$ cat src/rtl/mioc_dma_req.sv
// ---------------------------------------------------------------------------
// mioc_dma_req -- DMA block-transfer requester for the MIOC RAM bus.
//
// On START (sampled only while idle) it latches direction, base address and
// byte count. It then requests the bus from the MIOC (OS3_N) and waits for the
// grant (IS3_N), giving up after TIMEOUT cycles. For each byte it runs a fixed
// SETUP / STROBE / NEXT sequence, with STROBE stretched by WAIT_N. Finally it
// releases the bus and waits for the MIOC to drop the grant. If the grant
// disappears mid-transfer, the block aborts.
//
// Ports
//   B_PHI      in   system clock, rising edge
//   RESET      in   asynchronous active-high reset
//   START      in   begin a block transfer (idle only)
//   WR         in   1 = write RAM (N_BWR), 0 = read RAM (BRD_N)
//   BASE_ADDR  in   [15:0] first transfer address
//   COUNT      in   [7:0] byte count, 0 encodes 256
//   IS3_N      in   bus grant from MIOC, active low
//   WAIT_N     in   memory wait, active low
//   OS3_N      out  bus request to MIOC, active low
//   DMA_N      out  low while this block owns the RAM bus
//   BA         out  [15:0] current transfer address
//   N_BWR      out  write strobe, active low
//   BRD_N      out  read strobe, active low
//   BUSY       out  high whenever not idle
//   DONE       out  one-cycle pulse on normal completion
//   ERR        out  one-cycle pulse on grant timeout or grant loss
// ---------------------------------------------------------------------------
module mioc_dma_req #(
   parameter int unsigned TIMEOUT = 255
) (
   input  logic        B_PHI,
   input  logic        RESET,
   input  logic        START,
   input  logic        WR,
   input  logic [15:0] BASE_ADDR,
   input  logic [7:0]  COUNT,
   input  logic        IS3_N,
   input  logic        WAIT_N,
   output logic        OS3_N,
   output logic        DMA_N,
   output logic [15:0] BA,
   output logic        N_BWR,
   output logic        BRD_N,
   output logic        BUSY,
   output logic        DONE,
   output logic        ERR
);

   // Wait counter only needs to reach TIMEOUT-1: the grant check on the edge
   // where it holds TIMEOUT-1 is the TIMEOUT-th edge spent in REQ.
   localparam int unsigned CW = (TIMEOUT < 2) ? 1 : $clog2(TIMEOUT);
   localparam logic [CW-1:0] WAIT_LAST = CW'(TIMEOUT - 1);

   typedef enum logic [2:0] {
      S_IDLE    = 3'd0,
      S_REQ     = 3'd1,
      S_SETUP   = 3'd2,
      S_STROBE  = 3'd3,
      S_NEXT    = 3'd4,
      S_RELEASE = 3'd5
   } state_t;

   state_t          r_state;
   logic            r_wr;
   logic [15:0]     r_addr;
   logic [7:0]      r_remain;   // bytes left after the current one
   logic [CW-1:0]   r_wait;

   logic            r_os3_n;
   logic            r_dma_n;
   logic [15:0]     r_ba;
   logic            r_n_bwr;
   logic            r_brd_n;
   logic            r_busy;
   logic            r_done;
   logic            r_err;

   state_t          w_state_nxt;
   logic            w_latch;
   logic            w_advance;
   logic            w_done_nxt;
   logic            w_err_nxt;
   logic [15:0]     w_addr_nxt;
   logic [7:0]      w_remain_nxt;
   logic [CW-1:0]   w_wait_nxt;
   logic            w_os3_n_nxt;
   logic            w_dma_n_nxt;
   logic [15:0]     w_ba_nxt;
   logic            w_n_bwr_nxt;
   logic            w_brd_n_nxt;

   // Next-state selection and completion/error pulse generation.
   always_comb begin
      w_state_nxt = r_state;
      w_latch     = 1'b0;
      w_advance   = 1'b0;
      w_done_nxt  = 1'b0;
      w_err_nxt   = 1'b0;
      case (r_state)
         S_IDLE: begin
            if (START) begin
               w_state_nxt = S_REQ;
               w_latch     = 1'b1;
            end else begin
               w_state_nxt = S_IDLE;
            end
         end
         S_REQ: begin
            if (!IS3_N) begin
               w_state_nxt = S_SETUP;
            end else if (r_wait == WAIT_LAST) begin
               w_state_nxt = S_IDLE;
               w_err_nxt   = 1'b1;
            end else begin
               w_state_nxt = S_REQ;
            end
         end
         S_SETUP: begin
            if (IS3_N) begin
               w_state_nxt = S_IDLE;
               w_err_nxt   = 1'b1;
            end else begin
               w_state_nxt = S_STROBE;
            end
         end
         S_STROBE: begin
            // Grant loss takes priority over a memory wait.
            if (IS3_N) begin
               w_state_nxt = S_IDLE;
               w_err_nxt   = 1'b1;
            end else if (!WAIT_N) begin
               w_state_nxt = S_STROBE;
            end else begin
               w_state_nxt = S_NEXT;
            end
         end
         S_NEXT: begin
            if (IS3_N) begin
               w_state_nxt = S_IDLE;
               w_err_nxt   = 1'b1;
            end else begin
               w_advance = 1'b1;
               if (r_remain == 8'd0) begin
                  w_state_nxt = S_RELEASE;
               end else begin
                  w_state_nxt = S_SETUP;
               end
            end
         end
         S_RELEASE: begin
            if (IS3_N) begin
               w_state_nxt = S_IDLE;
               w_done_nxt  = 1'b1;
            end else begin
               w_state_nxt = S_RELEASE;
            end
         end
         default: begin
            w_state_nxt = S_IDLE;
         end
      endcase
   end

   // Datapath next values: latched parameters, address/count stepping, wait counter.
   always_comb begin
      w_addr_nxt   = r_addr;
      w_remain_nxt = r_remain;
      if (w_latch) begin
         w_addr_nxt   = BASE_ADDR;
         w_remain_nxt = COUNT - 8'd1;   // COUNT=0 gives 255 more, i.e. 256 bytes
      end else if (w_advance) begin
         w_addr_nxt   = r_addr + 16'd1;
         w_remain_nxt = r_remain - 8'd1;
      end else begin
         w_addr_nxt   = r_addr;
         w_remain_nxt = r_remain;
      end
      if (r_state == S_REQ) begin
         w_wait_nxt = r_wait + CW'(1);
      end else begin
         w_wait_nxt = '0;
      end
   end

   // Output values decoded from the state being entered, so they can be registered.
   always_comb begin
      w_os3_n_nxt = 1'b1;
      w_dma_n_nxt = 1'b1;
      w_n_bwr_nxt = 1'b1;
      w_brd_n_nxt = 1'b1;
      w_ba_nxt    = r_ba;
      case (w_state_nxt)
         S_REQ: begin
            w_os3_n_nxt = 1'b0;
         end
         S_SETUP: begin
            w_os3_n_nxt = 1'b0;
            w_dma_n_nxt = 1'b0;
            w_ba_nxt    = w_addr_nxt;
         end
         S_STROBE: begin
            w_os3_n_nxt = 1'b0;
            w_dma_n_nxt = 1'b0;
            if (r_wr) begin
               w_n_bwr_nxt = 1'b0;
            end else begin
               w_brd_n_nxt = 1'b0;
            end
         end
         S_NEXT: begin
            w_os3_n_nxt = 1'b0;
            w_dma_n_nxt = 1'b0;
         end
         default: begin
            w_os3_n_nxt = 1'b1;
            w_dma_n_nxt = 1'b1;
         end
      endcase
   end

   // State, datapath and registered outputs.
   always_ff @(posedge B_PHI or posedge RESET) begin
      if (RESET) begin
         r_state  <= S_IDLE;
         r_wr     <= 1'b0;
         r_addr   <= 16'h0000;
         r_remain <= 8'd0;
         r_wait   <= '0;
         r_os3_n  <= 1'b1;
         r_dma_n  <= 1'b1;
         r_ba     <= 16'h0000;
         r_n_bwr  <= 1'b1;
         r_brd_n  <= 1'b1;
         r_busy   <= 1'b0;
         r_done   <= 1'b0;
         r_err    <= 1'b0;
      end else begin
         r_state  <= w_state_nxt;
         if (w_latch) begin
            r_wr <= WR;
         end else begin
            r_wr <= r_wr;
         end
         r_addr   <= w_addr_nxt;
         r_remain <= w_remain_nxt;
         r_wait   <= w_wait_nxt;
         r_os3_n  <= w_os3_n_nxt;
         r_dma_n  <= w_dma_n_nxt;
         r_ba     <= w_ba_nxt;
         r_n_bwr  <= w_n_bwr_nxt;
         r_brd_n  <= w_brd_n_nxt;
         r_busy   <= (w_state_nxt != S_IDLE);
         r_done   <= w_done_nxt;
         r_err    <= w_err_nxt;
      end
   end

   assign OS3_N = r_os3_n;
   assign DMA_N = r_dma_n;
   assign BA    = r_ba;
   assign N_BWR = r_n_bwr;
   assign BRD_N = r_brd_n;
   assign BUSY  = r_busy;
   assign DONE  = r_done;
   assign ERR   = r_err;

endmodule

$ cat config.mk
export PLATFORM = sky130hd
export DESIGN_NAME = mioc_dma_req
export DESIGN_NICKNAME = d
export VERILOG_FILES = /design/src/rtl/mioc_dma_req.sv
export SDC_FILE = /design/constraint.sdc
export NUM_CORES = 1
export LEC_CHECK = 0
export ABC_CLOCK_PERIOD_IN_PS = 3200
export CAP_MARGIN = 0
export CORE_AREA = 2 2 80 82
export DETAILED_ROUTE_END_ITERATION = 7
export DIE_AREA = 0 0 82 84
export GPL_TIMING_DRIVEN = 0
export PLACE_DENSITY = 0.8
export SETUP_SLACK_MARGIN = 0.05
export SYNTH_ARGS = -nofsm -noshare
export SYNTH_HDL_FRONTEND = slang
export SYNTH_SLANG_ARGS = --single-unit
$ cat constraint.sdc
create_clock -name B_PHI -period 3.2 [get_ports B_PHI]
set_clock_uncertainty 0.2 [all_clocks]
set_input_delay 0.32 -clock B_PHI [delete_from_list [all_inputs] [get_ports B_PHI]]
set_output_delay 0.32 -clock B_PHI [all_outputs]
set_load 0.1 [all_outputs]
==> results_dict.tcl <==
set metrics [dict create \
    area.growth.synth_to_final_pct 28.5 \
    synth_edf_count 0 \
    antenna_cells 0 \
    drc_errors 0 \
    die_area_mm2 0.00689 \
    place_ws_ps -248 \
    hold_viol_final 0 \
    status "completed" \
    totalWireLength_mm 5.95 \
    yosysWarnings 0 \
    synthSimpleGateAreaFrac 0.205 \
    critical-path-max-stage-delay_ps 680 \
    crit_path_start_kind "flop" \
    ys_seq_area_frac 0.508 \
    synth_nets 315 \
    power_frac_clock 0.164 \
    period_needed_ps 2890 \
    antenna_found_initial 0 \
    synth_top_area_cell "dfrtp_1" \
    cts_max_path_buffers 2 \
    num_vias 2257 \
    synth-xor-area-share 0.0870 \
    drive_gt1_frac 0.158 \
    ys.flop_type "dfrtp_1" \
    power.density_mw_per_mm2 1070 \
    synth_fa_ha_area_frac 0.0171 \
    dp_hpwl_mm 4.39 \
    p_leak_nw 1.50 \
    crit_path_frequent_cell "a21oi_1" \
    grt_max_degree 34 \
    dieWidth_um 82 \
    vias_per_cell 5.30 \
    holdWs_ps 159 \
    synth_area_per_cell_um2 10.4 \
    arrival_ps 2890 \
    cp-end-kind "flop" \
    ant_nets 0 \
    relSlewSlack 0.331 \
    io_pins 53 \
    cp_max_fo 13 \
    io_buffers 52 \
    fill_cells 516 \
    ctsHtreeMaxLevel 3 \
    synth-async-reset-ratio 1.00 \
    grt_pass1_wl_mm 10.2 \
    start_util 0.479 \
    p_seq_frac 0.321 \
    netlist_top_cells_area "dfrtp_1, xnor2_1, mux2_2, nand2_1, nor2_1" \
    setup_ws_ps 314 \
    fp.dieH_um 84 \
    crit_type "flop to flop" \
    finalNetCount 378 \
    swShare 0.483 \
    switchingPower_mw 1.93 \
    drt_iter0_markers 132 \
    synth_top_family_by_area "simple AND/OR/NAND/NOR gates" \
    hp-class "primary input to asynchronous set/reset pin" \
    netlist_instances 281 \
    cap_violations 0 \
    cpMaxStageDelayCell "or4b_4" \
    synth_top_area_frac 0.471 \
    setup_viol 0 \
    comb_power_share 0.515 \
    grt_usage 0.194 \
    synth.distinct_cells 42 \
    rows 29 \
    synth_mux_area_frac 0.0746 \
    finalCritPeriodShare 0.902 \
    cts_tree "built" \
    cts_buffers 9 \
    crit_chain "clkbuf_1, or4b_4, clkbuf_2, a21oi_1, ha_1, nand3b_1, nor2_1, xnor2_1, a21oi_1" \
    post_cts_buffers 0 \
    ys_seq_elements 59 \
    fmax_mhz 347 \
    firstDrtPassIters 4 \
    worst_slew_pin_slew_ps 1000 \
    grt_pass1_vias 2269 \
    slew_violations 0 \
    root_buffer "clkbuf_8" \
    path_clk_slew_ps 60 \
    synth-compound-area-share 0.0810 \
    syn_area_mm2 0.00292 \
    fin_tns_setup_ps 0 \
    required_ps 3210 \
    ir_drop_mv 0.735 \
    clk_latency_ps 330 \
    grt-ovfl-total 0 \
    p_int_mw 2.07 \
    routabilityCongestion 0.785 \
    coreArea_mm2 0.00610 \
    rsz0062_at_grt "no" \
    wl_per_cell_um 14.0 \
    clock_sinks 59 \
]
==> state kept, by name, indices dropped and copies added, names as in the netlist, 3 cells and up <==
register,flops
BA,16
r_addr,16
r_remain,8
r_wait,8
r_state,3
==> metrics by stage <==
stage               power (mW)  cell area [um^2]  utilization  instances
CTS                       4.02              3750        0.615        426
detailed placement        3.35              3560        0.583        411
finish                    4.00              3750        0.615        426
global placement          3.29              3540        0.580        410
floorplan                 2.85              2920            -        281
global route              4.22              3750        0.615        426
==> logic make-up (layout without fill, tap and decap cells) <==
logic type               Yosys count  after routing
AND/OR/NAND/NOR                  114            114
flip-flops                        59             59
AO/OA/AOI/OAI                     39             39
XOR/XNOR                          29             29
multiplexers                      20             20
buffers and inverters             16             84
adder cells (fa/ha/maj)            4              4
==> layout make-up <==
cell class / count / area [um^2] / share of cell area
sequential: 59 / 1480 / 0.395
inverter: 6 / 22.5 / 0.00601
tap: 77 / 96.3 / 0.0257
timing repair buffer: 53 / 541 / 0.144
clock buffer: 10 / 138 / 0.0367
clock inverter: 6 / 55.1 / 0.0147
multi-input combinational: 206 / 1360 / 0.363
buffer: 9 / 55.1 / 0.0147
==> layout by cell type (no fill, tap or decap), types with 5 or more instances in the layout <==
master / n
xnor2_1: 20
a31oi_1: 5
clkdlybuf4s50_1: 52
nor2_1: 29
mux2i_1: 6
nand2_1: 29
clkbuf_8: 10
nand3_1: 13
inv_1: 5
a21oi_1: 8
mux2_2: 14
and2_1: 5
dfrtp_1: 55
xor2_1: 9
clkinv_2: 5
o21ai_0: 14
nor3_1: 10
==> layer usage <==
metal	routed length [um]	GRT usage	up-vias
met5	0	0	-
met4	133	0.0879	0
met3	275	0.0379	12
met2	2860	0.299	58
met1	2690	0.261	1082
li1	-	-	1105
==> worst max-delay path: cells and delay by family, from the launching register on <==
kind,cells,cell delay (ps)
AO/OA/AOI/OAI,2,270
XOR/XNOR,1,130
adder cells (fa/ha/maj),1,240
buffers and inverters,2,470
flip-flops,1,420
AND/OR/NAND/NOR,3,1030
==> timing repair <==
| action | CTS | global route |
|---|---|---|
| endpoints found under the hold margin | 0 | 0 |
| resized for setup | 1 | 1 |
| hold buffers | 0 | 0 |
| setup endpoints to repair | 2 | 2 |
==> path summary, 6_finish.rpt <==
path,startpoint,to,slack [ps],cells past startpoint
setup / recovery,r_state[0],r_remain[6],310,9
hold / removal,RESET,BA[4],160,2
setup reg to reg,r_state[0],r_remain[6],310,9
hold reg to reg,r_wr,N_BWR,230,1
max in group asynchronous,RESET,r_remain[7],2090,3
min in group B_PHI,r_wr,N_BWR,230,1
==> synth_stat cells (4+ instances only) <==
library cell,number
nand3_1,13
dfrtp_1,55
o21ai_0,14
dfstp_2,4
and2_1,5
nand2_1,29
xnor2_1,20
mux2_2,14
and3_1,4
a31oi_1,5
xor2_1,9
inv_1,6
nor3_1,10
nand2b_1,4
a21oi_1,8
ha_1,4
clkbuf_1,6
nor2_1,29
mux2i_1,6
==> power by group through the flow <==
stage	registers [mW]	clock network (mW)	logic [mW]
3_3_place_gp	1.28	0	2.01
6_report	1.29	0.657	2.06
2_1_floorplan	2.11	0	0.741
5_1_grt	1.33	0.703	2.19
4_1_cts	1.29	0.667	2.07
3_5_place_dp	1.30	0	2.06
Note: power is estimated with default switching activity, not from simulation.
